$ cat src/rtl/rtc_mc_bus_ctrl.sv
`default_nettype none
// ============================================================================
// Module   : rtc_mc_bus_ctrl
// Synchronises MCU strobes, captures address/data and issues one-cycle
// write/read enables with an ack handshake. Optional ack timeout: RTC_BUS_TIMEOUT_EN.
// Revision : 1.0 - initial release
// ============================================================================
module rtc_mc_bus_ctrl #(
   parameter int ADDR_W         = 6,
   parameter int DATA_W         = 32,
   parameter int SYNC_STAGES    = 2,
   parameter int RD_LATENCY     = 1,
   parameter int TIMEOUT_CYCLES = 255
) (
   input  logic              i_clk,
   input  logic              i_reset_n,
   input  logic              i_cs_n,
   input  logic              i_wr_n,
   input  logic              i_rd_n,
   input  logic [ADDR_W-1:0] i_mc_addr,
   input  logic [DATA_W-1:0] i_mc_data,
   input  logic [DATA_W-1:0] i_reg_r_bus,
   output logic              o_wr_en,
   output logic              o_rd_en,
   output logic [ADDR_W-1:0] o_addr,
   output logic [DATA_W-1:0] o_bus_data,
   output logic [DATA_W-1:0] o_mc_rdata,
   output logic              o_mc_ack,
   output logic              o_proto_err,
   output logic              o_timeout
);

   localparam logic [2:0] c_ST_IDLE     = 3'd0;
   localparam logic [2:0] c_ST_WR_PULSE = 3'd1;
   localparam logic [2:0] c_ST_RD_PULSE = 3'd2;
   localparam logic [2:0] c_ST_RD_WAIT  = 3'd3;
   localparam logic [2:0] c_ST_ACK      = 3'd4;
   localparam logic [2:0] c_ST_RELEASE  = 3'd5;
   localparam logic [1:0] c_RD_LAST     = 2'((RD_LATENCY > 0) ? RD_LATENCY - 1 : 0);

   logic [SYNC_STAGES-1:0] r_cs_sync, r_wr_sync, r_rd_sync;
   logic                   w_cs_s, w_wr_s, w_rd_s;
   logic [2:0]             r_state, w_state_nxt;
   logic                   r_is_write;
   logic [1:0]             r_wait_cnt;
   logic                   w_release, w_timeout_hit;
   logic                   w_wr_en_nxt, w_rd_en_nxt, w_ack_nxt, w_err_nxt;
   logic                   w_cap_addr, w_cap_data, w_load_rdata;

   always_ff @(posedge i_clk or negedge i_reset_n) begin
      if (!i_reset_n) begin
         r_cs_sync <= '1;
         r_wr_sync <= '1;
         r_rd_sync <= '1;
      end else begin
         r_cs_sync <= {r_cs_sync[SYNC_STAGES-2:0], i_cs_n};
         r_wr_sync <= {r_wr_sync[SYNC_STAGES-2:0], i_wr_n};
         r_rd_sync <= {r_rd_sync[SYNC_STAGES-2:0], i_rd_n};
      end
   end

   assign w_cs_s    = r_cs_sync[SYNC_STAGES-1];
   assign w_wr_s    = r_wr_sync[SYNC_STAGES-1];
   assign w_rd_s    = r_rd_sync[SYNC_STAGES-1];
   // Releasing either chip select or the strobe that started the access ends it.
   assign w_release = w_cs_s | (r_is_write ? w_wr_s : w_rd_s);

   always_ff @(posedge i_clk or negedge i_reset_n) begin
      if (!i_reset_n) begin
         r_state    <= c_ST_IDLE;
         r_wait_cnt <= '0;
      end else begin
         r_state    <= w_state_nxt;
         r_wait_cnt <= (r_state == c_ST_RD_WAIT) ? r_wait_cnt + 2'd1 : 2'd0;
      end
   end

   always_comb begin
      w_state_nxt = r_state;
      case (r_state)
         c_ST_IDLE: begin
            if (!w_cs_s) begin
               if (!w_wr_s && !w_rd_s) w_state_nxt = c_ST_RELEASE;
               else if (!w_wr_s)       w_state_nxt = c_ST_WR_PULSE;
               else if (!w_rd_s)       w_state_nxt = c_ST_RD_PULSE;
            end
         end
         c_ST_WR_PULSE: w_state_nxt = c_ST_ACK;
         c_ST_RD_PULSE: w_state_nxt = (RD_LATENCY == 0) ? c_ST_ACK : c_ST_RD_WAIT;
         c_ST_RD_WAIT:  if (r_wait_cnt == c_RD_LAST) w_state_nxt = c_ST_ACK;
         c_ST_ACK: begin
            if (w_release)          w_state_nxt = c_ST_IDLE;
            else if (w_timeout_hit) w_state_nxt = c_ST_RELEASE;
         end
         c_ST_RELEASE:  if (w_cs_s && w_wr_s && w_rd_s) w_state_nxt = c_ST_IDLE;
         default:       w_state_nxt = c_ST_IDLE;
      endcase
   end

   always_comb begin
      w_wr_en_nxt  = (w_state_nxt == c_ST_WR_PULSE);
      w_rd_en_nxt  = (w_state_nxt == c_ST_RD_PULSE);
      w_ack_nxt    = (w_state_nxt == c_ST_ACK);
      w_err_nxt    = (r_state == c_ST_IDLE) && (w_state_nxt == c_ST_RELEASE);
      w_cap_data   = (r_state == c_ST_IDLE) && (w_state_nxt == c_ST_WR_PULSE);
      w_cap_addr   = w_cap_data || ((r_state == c_ST_IDLE) && (w_state_nxt == c_ST_RD_PULSE));
      w_load_rdata = ((r_state == c_ST_RD_PULSE) && (RD_LATENCY == 0)) ||
                     ((r_state == c_ST_RD_WAIT) && (r_wait_cnt == c_RD_LAST));
   end

   always_ff @(posedge i_clk or negedge i_reset_n) begin
      if (!i_reset_n) begin
         o_wr_en     <= 1'b0;
         o_rd_en     <= 1'b0;
         o_mc_ack    <= 1'b0;
         o_proto_err <= 1'b0;
         o_addr      <= '0;
         o_bus_data  <= '0;
         o_mc_rdata  <= '0;
         r_is_write  <= 1'b0;
      end else begin
         o_wr_en     <= w_wr_en_nxt;
         o_rd_en     <= w_rd_en_nxt;
         o_mc_ack    <= w_ack_nxt;
         o_proto_err <= w_err_nxt;
         if (w_cap_addr) begin
            o_addr     <= i_mc_addr;
            r_is_write <= w_cap_data;
         end
         if (w_cap_data)   o_bus_data <= i_mc_data;
         if (w_load_rdata) o_mc_rdata <= i_reg_r_bus;
      end
   end

`ifdef RTC_BUS_TIMEOUT_EN
   localparam logic [7:0] c_TO_LAST = 8'(TIMEOUT_CYCLES - 1);
   logic [7:0] r_to_cnt;
   logic       r_timeout;

   // Counter sits at zero outside ACK, so it restarts on every entry.
   always_ff @(posedge i_clk or negedge i_reset_n) begin
      if (!i_reset_n) begin
         r_to_cnt  <= '0;
         r_timeout <= 1'b0;
      end else begin
         r_to_cnt  <= (r_state == c_ST_ACK) ? r_to_cnt + 8'd1 : 8'd0;
         r_timeout <= w_timeout_hit && !w_release;
      end
   end

   assign w_timeout_hit = (r_state == c_ST_ACK) && (r_to_cnt == c_TO_LAST);
   assign o_timeout     = r_timeout;
`else
   logic w_unused_timeout;
   assign w_unused_timeout = |8'(TIMEOUT_CYCLES);
   assign w_timeout_hit    = 1'b0;
   assign o_timeout        = 1'b0;
`endif

endmodule
`default_nettype wire

$ cat config.mk
export PLATFORM = sky130hd
export DESIGN_NAME = rtc_mc_bus_ctrl
export DESIGN_NICKNAME = d
export VERILOG_FILES = /design/src/rtl/rtc_mc_bus_ctrl.sv
export SDC_FILE = /design/constraint.sdc
export NUM_CORES = 1
export LEC_CHECK = 0
export ABC_AREA = 1
export BUFFER_PORTS_ARGS = -buffer_cell sky130_fd_sc_hd__buf_2
export CORE_MARGIN = 4
export CORE_UTILIZATION = 46
export DETAILED_ROUTE_END_ITERATION = 10
export PLACE_DENSITY_LB_ADDON = 0.08
export SKIP_LAST_GASP = 1
export SYNTH_ARGS = -nofsm -noshare
export SYNTH_HDL_FRONTEND = slang
export SYNTH_SLANG_ARGS = --single-unit
$ cat constraint.sdc
create_clock -name i_clk -period 1.9 [get_ports i_clk]
set_clock_uncertainty 0.05 [all_clocks]
set_input_delay 0.095 -clock i_clk [delete_from_list [all_inputs] [get_ports i_clk]]
set_output_delay 0.095 -clock i_clk [all_outputs]
set_load 0.02 [all_outputs]
==> reports/qor.csv, run 1 <==
metric,value,unit
overall routing resource usage,0.213,
highest ir drop seen on vdd,0.799,mV
final hold violation count,0,
final worst path period need,1.71,ns
largest fanout of any net on the critical path,33,
worst-path cell with the longest stage delay,sky130_fd_sc_hd__dfrtp_1,
Worst Setup Path Type,flop to flop,
share of the synthesized area in compound gates (AO/OA/AOI/OAI),0.00496,
"wirelength, routed",8.82,mm
top achievable clock speed,585,MHz
number of distinct library cells after synthesis,19,
proportion of power drawn by the clock network,0.182,
total setup buffers inserted after CTS,0,
initial antenna violation count,0,
max cap viols,0,
sw frac,0.412,
DR vias/cell,4.54,
number of violations reported at the end of detailed-routing iteration 0,122,
die boundary width,92.4,um
diodes inserted,0,
power spent charging and discharging nets,3.28,mW
first-pass GRT wire length,14.7,mm
ordered list of cells on the worst path,inv_1 -> ha_1 -> nand2_1 -> nor3_4 -> buf_6 -> inv_1 -> buf_4 -> nand2_1 -> nand2_1,
clock-pin slew on the worst setup and hold paths,0.08,ns
area of the die,8540,um^2
TritonCTS clock tree,done,
via count of the first global-routing pass,3196,
routed vias,3130,
initial core utilization,0.477,
non-filler cells in the finished layout,689,
final non-filler cell area,5120,um^2
number of cells in the design after placement,599,
synthesized area,3280,um^2
total overflow reported by the global router,0,
row count,30,
Final Wtd Congestion,0.788,
post-place instance area,4140,um^2
sequential share of power,0.389,
# clock sinks,86,
startpoint type of the worst setup path,flop,
"Top FF cell, synth",sky130_fd_sc_hd__dfrtp_1,
Nets,664,
Clock Tree Root,sky130_fd_sc_hd__clkbuf_8,
final clock period utilization by the worst path,0.900,
core region area,6870,um^2
power share of the combinational group,0.429,
area growth from synthesis to final layout,56.1,%
post-synth net total,439,
proportion of synthesized flip-flops having asynchronous set or reset,1.00,
Synthesis Warnings,0,
outcome,"finished, final reports clean",
main combinational cell family by area after synthesis,simple AND/OR/NAND/NOR gates,
average wire per cell in the routed design,12.8,um
power density over the cells,1550,nW/um^2
post-synthesis share of cell area spent on xor and xnor gates,0,
most repeated library cell on the critical path,sky130_fd_sc_hd__nand2_1,
buffer levels on the longest clock path,2,
data required time of the critical path,2.08,ns
IO Pins,150,
share of layout cells above drive strength 1,0.304,
leakage,2.84,nW
"share of synthesized cell area in and, or, nand and nor gates",0.291,
total negative setup slack,0,ns
number of buffers created by CTS,9,
R2R Setup Slk,0.19,ns
floorplan die height,92.4,um
flip-flop and latch count after synthesis,86,
remaining number of nets flagged by the antenna check after routing,0,
post-detailed-placement half-perimeter wirelength,5.31,mm
number of flops mapped to enable cells by yosys,0,
number of levels in the clock H-tree,3,
slowest cell delay on critical path,0.38,ns
"post-synthesis share of cell area spent on full adders, half adders and majority gates",0.00382,
sort of element at the end of the critical path,flop,
largest net degree at the start of global routing,41,
syn avg cell area,9.03,um^2
number of cells traversed by the worst register-to-register path,9,
Int Power,4.68,mW
RSZ-0062 raised after global routing,no,
sequential-to-total area share from yosys stat,0.659,
count of final setup violators,0,
number of standard cells after synthesis,363,
share of cell area taken by muxes after synthesis,0,
type of the worst min-delay path,input pin to async pin,
Port Buffer Count,148,
Final Max Tran Viols,0,
clock latency at the later pin of the worst-skew pair,0.34,ns
data arrival time of the worst path,1.89,ns
detailed-router iteration count before antenna repair,5,
DRC Markers,0,
worst paths after layout:
path / from / to
max: r_wait_cnt[0] / o_mc_rdata[31]
max in group asynchronous: i_reset_n / r_wr_sync[1]
min reg2reg: r_rd_sync[0] / r_rd_sync[1]
max reg2reg: r_wait_cnt[0] / o_mc_rdata[31]
min in group i_clk: r_rd_sync[0] / r_rd_sync[1]
min: i_reset_n / o_mc_rdata[31]
critical path: cells and delay by family (launching register included):
kind	cells	cell delay, ns
buffers and inverters	4	0.62
and+or+nand+nor	4	0.41
DFF	1	0.38
adders and majority gates	1	0.13
synthesized netlist by cell type, types with 2 or more instances:
master,number,share of area
sky130_fd_sc_hd__dfrtp_1,80,0.61
sky130_fd_sc_hd__clkbuf_1,6,0.0069
sky130_fd_sc_hd__inv_2,2,0.0023
sky130_fd_sc_hd__buf_4,5,0.011
sky130_fd_sc_hd__nor2_1,12,0.014
sky130_fd_sc_hd__nand2_1,218,0.25
sky130_fd_sc_hd__inv_1,13,0.015
sky130_fd_sc_hd__buf_2,3,0.0046
sky130_fd_sc_hd__nand3_1,9,0.014
sky130_fd_sc_hd__dfstp_2,6,0.048
power groups by stage:
stage               Clock, mW  Combinational (mW)  Sequential [mW]
floorplan                   0                1.15             4.04
global placement            0                3.21             3.11
detailed placement          0                3.30             3.10
CTS                      1.49                3.41             3.09
global route             1.56                3.76             3.20
finish                   1.45                3.41             3.09
routing by layer:
layer | track usage | share of wire | vias up
li1 | - | - | 1535
met2 | 0.356 | 0.48 | 137
met1 | 0.266 | 0.42 | 1438
met3 | 0.0471 | 0.073 | 20
met5 | 0 | 0 | -
met4 | 0.0916 | 0.022 | 0
through the flow:
step	power, mW	setup WS [ns]	hold slack, ns	util
global placement	6.32	0.162	0.0341	0.602
finish	7.96	0.190	0.207	0.745
floorplan	5.19	0.374	-0.251	-
global route	8.52	0.0437	0.260	0.745
detailed placement	6.41	0.0964	0.0329	0.602
CTS	7.99	0.0926	0.206	0.744
cells by family (layout without fill, tap and decap cells):
logic type               count (synthesis)  in the layout
AND/OR/NAND/NOR                        243            243
flip-flops                              86             86
adder cells (fa/ha/maj)                  1              1
buffers and inverters                   29            259
other                                    1              1
AO/OA/AOI/OAI                            3              3
sequential cells by signal (all words and copies together) (netlist names):
name,flops
o_addr,6
o_bus_data,32
o_mc_ack,1
o_mc_rdata,32
o_proto_err,1
o_rd_en,1
o_wr_en,1
r_cs_sync,2
r_is_write,1
r_rd_sync,2
r_state,3
r_wait_cnt,2
r_wr_sync,2
layout by cell type (no fill, tap or decap):
cell type and n:
sky130_fd_sc_hd__a31oi_1 1, sky130_fd_sc_hd__buf_12 2, sky130_fd_sc_hd__buf_2 147, sky130_fd_sc_hd__buf_4 3
sky130_fd_sc_hd__buf_6 2, sky130_fd_sc_hd__bufinv_16 2, sky130_fd_sc_hd__clkbuf_1 1, sky130_fd_sc_hd__clkbuf_8 12
sky130_fd_sc_hd__clkinv_2 1, sky130_fd_sc_hd__conb_1 1, sky130_fd_sc_hd__dfrtp_1 80, sky130_fd_sc_hd__dfstp_2 6
sky130_fd_sc_hd__dlygate4sd3_1 74, sky130_fd_sc_hd__ha_1 1, sky130_fd_sc_hd__inv_1 13, sky130_fd_sc_hd__inv_2 2
sky130_fd_sc_hd__nand2_1 218, sky130_fd_sc_hd__nand2_4 1, sky130_fd_sc_hd__nand3_1 9, sky130_fd_sc_hd__nand4_1 1
sky130_fd_sc_hd__nand4_2 1, sky130_fd_sc_hd__nor2_1 12, sky130_fd_sc_hd__nor3_4 1, sky130_fd_sc_hd__o21ai_0 1
sky130_fd_sc_hd__o21ai_1 1
timing repair:
item                       CTS  global route
hold endpoints to repair   107             0
gates resized for setup      0             2
setup endpoints to repair    0             8
hold buffers                74             0
cell type report:
type / instances / area, um^2
clock buffers: 13 / 169
clock inverters: 3 / 65.1
fillers: 494 / 1750
inverters: 15 / 56.3
multi-input cells: 248 / 987
flip-flops and latches: 86 / 2160
well taps: 96 / 120
repair buffers: 228 / 1560
Power figures use the tool's default switching activity.
==> inputs of run 2 (changes only) <==
--- a/config.mk
+++ b/config.mk
@@ -7,8 +7,11 @@
 export LEC_CHECK = 0
 export ABC_AREA = 1
 export BUFFER_PORTS_ARGS = -buffer_cell sky130_fd_sc_hd__buf_2
-export CORE_MARGIN = 4
-export CORE_UTILIZATION = 46
+export CELL_PAD_IN_SITES_DETAIL_PLACEMENT = 1
+export CELL_PAD_IN_SITES_GLOBAL_PLACEMENT = 1
+export CORE_ASPECT_RATIO = 1.2
+export CORE_MARGIN = 3
+export CORE_UTILIZATION = 33
 export DETAILED_ROUTE_END_ITERATION = 10
 export PLACE_DENSITY_LB_ADDON = 0.08
 export SKIP_LAST_GASP = 1
==> run 2 against run 1 <==
Non-clock buffer count is 3 higher. Die area is 31% higher. Fmax is 1.3% lower. Flip-flop and latch count stayed put. Power is 4.5% higher. Routed wire length is 22% higher. Clock power is 14% higher. Final area is 2.2% higher. Core utilization is 20 points lower. Setup slack worse by 0.023 ns. Register-to-register slack worse by 0.02 ns. Critical path depth is 2 lower. Highest routed layer unchanged.
==> reports/qor.csv, run 2 (synthesized netlist as in run 1, its figures left out) <==
metric,value,unit,change
most repeated library cell on the critical path,sky130_fd_sc_hd__nand2_1,,unchanged
final clock period utilization by the worst path,0.912,,was 0.900
post-route worst hold slack,0.153,ns,was 0.207 ns
first-pass GRT wire length,17.7,mm,was 14.7 mm
die boundary width,97.0,um,was 92.4 um
area growth from synthesis to final layout,59.5,%,was 56.1%
via count of the first global-routing pass,3551,,was 3196
largest fanout of any net on the critical path,21,,was 33
detailed-router iteration count before antenna repair,5,,unchanged
number of cells traversed by the worst register-to-register path,7,,was 9
R2R Path Start,r_wr_sync[1],,was r_wait_cnt[0]
global routing met1 resource utilization,0.221,,was 0.266
met3 Track Usage GR,0.0443,,was 0.0471
buffering stage count on the worst path with inverters included,2,,was 4
utilization after layout,0.544,,was 0.745
leakage,2.88,nW,was 2.84 nW
DRC Markers,0,,unchanged
Clock Tree Root,sky130_fd_sc_hd__clkbuf_16,,was sky130_fd_sc_hd__clkbuf_8
data required time of the critical path,2.11,ns,was 2.08 ns
final hold violation count,0,,unchanged
Port Buffer Count,148,,unchanged
number of levels in the clock H-tree,3,,unchanged
row count,39,,was 30
Final Wtd Congestion,0.788,,about the same
R2R Setup Slk,0.17,ns,was 0.19 ns
"wirelength, routed",10.8,mm,was 8.82 mm
ordered list of cells on the worst path,nand3_1 -> o21ai_1 -> nand4_2 -> inv_2 -> buf_6 -> nand2_1 -> nand2_1,,was inv_1 -> ha_1 -> nand2_1 -> nor3_4 -> buf_6 -> inv_1 -> buf_4 -> nand2_1 -> nand2_1
power density over the cells,1590,nW/um^2,was 1550 nW/um^2
type of the worst min-delay path,input pin to async pin,,unchanged
DR vias/cell,4.44,,was 4.54
number of buffers created by CTS,9,,unchanged
data arrival time of the worst path,1.94,ns,was 1.89 ns
routed vias,3196,,was 3130
outcome,"finished, final reports clean",,unchanged
core region area,9610,um^2,was 6870 um^2
slowest cell delay on critical path,0.57,ns,was 0.38 ns
number of violations reported at the end of detailed-routing iteration 0,75,,was 122
highest-count cells in the layout ignoring fill and taps,"sky130_fd_sc_hd__nand2_1 (218), sky130_fd_sc_hd__buf_2 (147), sky130_fd_sc_hd__dfrtp_1 (80), sky130_fd_sc_hd__dlygate4sd3_1 (74), sky130_fd_sc_hd__inv_1 (13)",,unchanged
highest ir drop seen on vdd,0.621,mV,was 0.799 mV
met2 routing resource usage after global routing,0.379,,was 0.356
largest net degree at the start of global routing,42,,was 41
# clock sinks,86,,unchanged
overall routing resource usage,0.203,,was 0.213
Worst Setup Path Type,flop to flop,,unchanged
startpoint type of the worst setup path,flop,,unchanged
most common library cell in the layout ignoring fill and taps,sky130_fd_sc_hd__nand2_1,,unchanged
TritonCTS clock tree,done,,unchanged
Final Max Tran Viols,0,,unchanged
floorplan die height,115,um,was 92.4 um
worst-path cell with the longest stage delay,sky130_fd_sc_hd__dfstp_2,,was sky130_fd_sc_hd__dfrtp_1
share of layout cells above drive strength 1,0.305,,was 0.304
remaining number of nets flagged by the antenna check after routing,0,,unchanged
Nets,667,,was 664
initial core utilization,0.341,,was 0.477
clock latency at the later pin of the worst-skew pair,0.33,ns,was 0.34 ns
global routing's busiest layer,met2,,unchanged
initial antenna violation count,0,,unchanged
top achievable clock speed,577,MHz,was 585 MHz
post-detailed-placement half-perimeter wirelength,6.90,mm,was 5.31 mm
final worst path period need,1.73,ns,was 1.71 ns
number of fill cells,1139,,was 494
Top Family by Delay on Critical Path,flip-flops,,was buffers and inverters
count of final setup violators,0,,unchanged
buffer levels on the longest clock path,2,,unchanged
average wire per cell in the routed design,15.0,um,was 12.8 um
largest registers ranked by flip-flop count,"o_bus_data: 32 flops, o_mc_rdata: 32 flops, o_addr: 6 flops",,unchanged
Worst R2R End,o_bus_data[10],,was o_mc_rdata[31]
sort of element at the end of the critical path,flop,,unchanged
area of the die,11200,um^2,was 8540 um^2
IO Pins,150,,unchanged
clock-pin slew on the worst setup and hold paths,0.06,ns,was 0.08 ns
max cap viols,0,,unchanged
total negative setup slack,0,ns,unchanged
RSZ-0062 raised after global routing,yes,,was no
total overflow reported by the global router,0,,unchanged
==> run 2: cell types whose count changed in the layout (fill, tap and decap cells not counted), sizes merged <==
cell and delta:
buf +3, bufinv -2, diode +1, clkbuf +2
==> run 2: final cells by class <==
class | instances | area, um^2 | share of cell area
Antenna cell | 1 | 2.50 | 0.000479
Clock buffer | 15 | 278 | 0.0531
Clock inverter | 1 | 5.00 | 0.000957
Inverter | 15 | 56.3 | 0.0108
Multi-Input combinational cell | 248 | 990 | 0.189
Sequential cell | 86 | 2160 | 0.413
Tap cell | 123 | 154 | 0.0294
Timing Repair Buffer | 231 | 1580 | 0.303
==> run 2: through the flow <==
step / instance area [um^2] / power [mW] / worst slack [ns] / instances
after detailed placement: 4190 / 6.55 / 0.137 / 629
after CTS: 5220 / 8.40 / 0.0591 / 719
after floorplan: 3280 / 5.19 / 0.374 / 363
after global placement: 4190 / 6.42 / 0.209 / 629
after global routing: 5230 / 8.97 / -0.0282 / 719
final: 5230 / 8.32 / 0.167 / 720
==> run 2: how the worst max path moves through the flow <==
stage | start | endpoint | slack, ns | cells after the start
final | r_wr_sync[1] | o_bus_data[10] | 0.17 | 7
after global routing | r_wait_cnt[0] | o_bus_data[10] | -0.03 | 10
after CTS | r_state[0] | o_bus_data[2] | 0.06 | 8
after detailed placement | r_wait_cnt[0] | o_addr[1] | 0.14 | 10
after global placement | r_wait_cnt[0] | o_mc_rdata[17] | 0.21 | 9
after floorplan | r_wait_cnt[0] | o_addr[0] | 0.37 | 10
==> run 2: power breakdown <==
group	switching [mW]	internal, mW
logic	2.33	1.21
clock network	0.666	0.993
registers	0.470	2.66
total	3.46	4.86
==> run 2: what timing repair did <==
action | CTS | global route
endpoints found under the setup margin | 0 | 30
gates resized for setup | 0 | 3
endpoints found under the hold margin | 128 | 0
buffers inserted | 0 | 0
hold buffers | 74 | 0
==> run 2: metal layers <==
layer	share of wire	wire (um)
met5	0	0
met4	0.018	191
met3	0.055	597
met2	0.55	5880
met1	0.38	4120
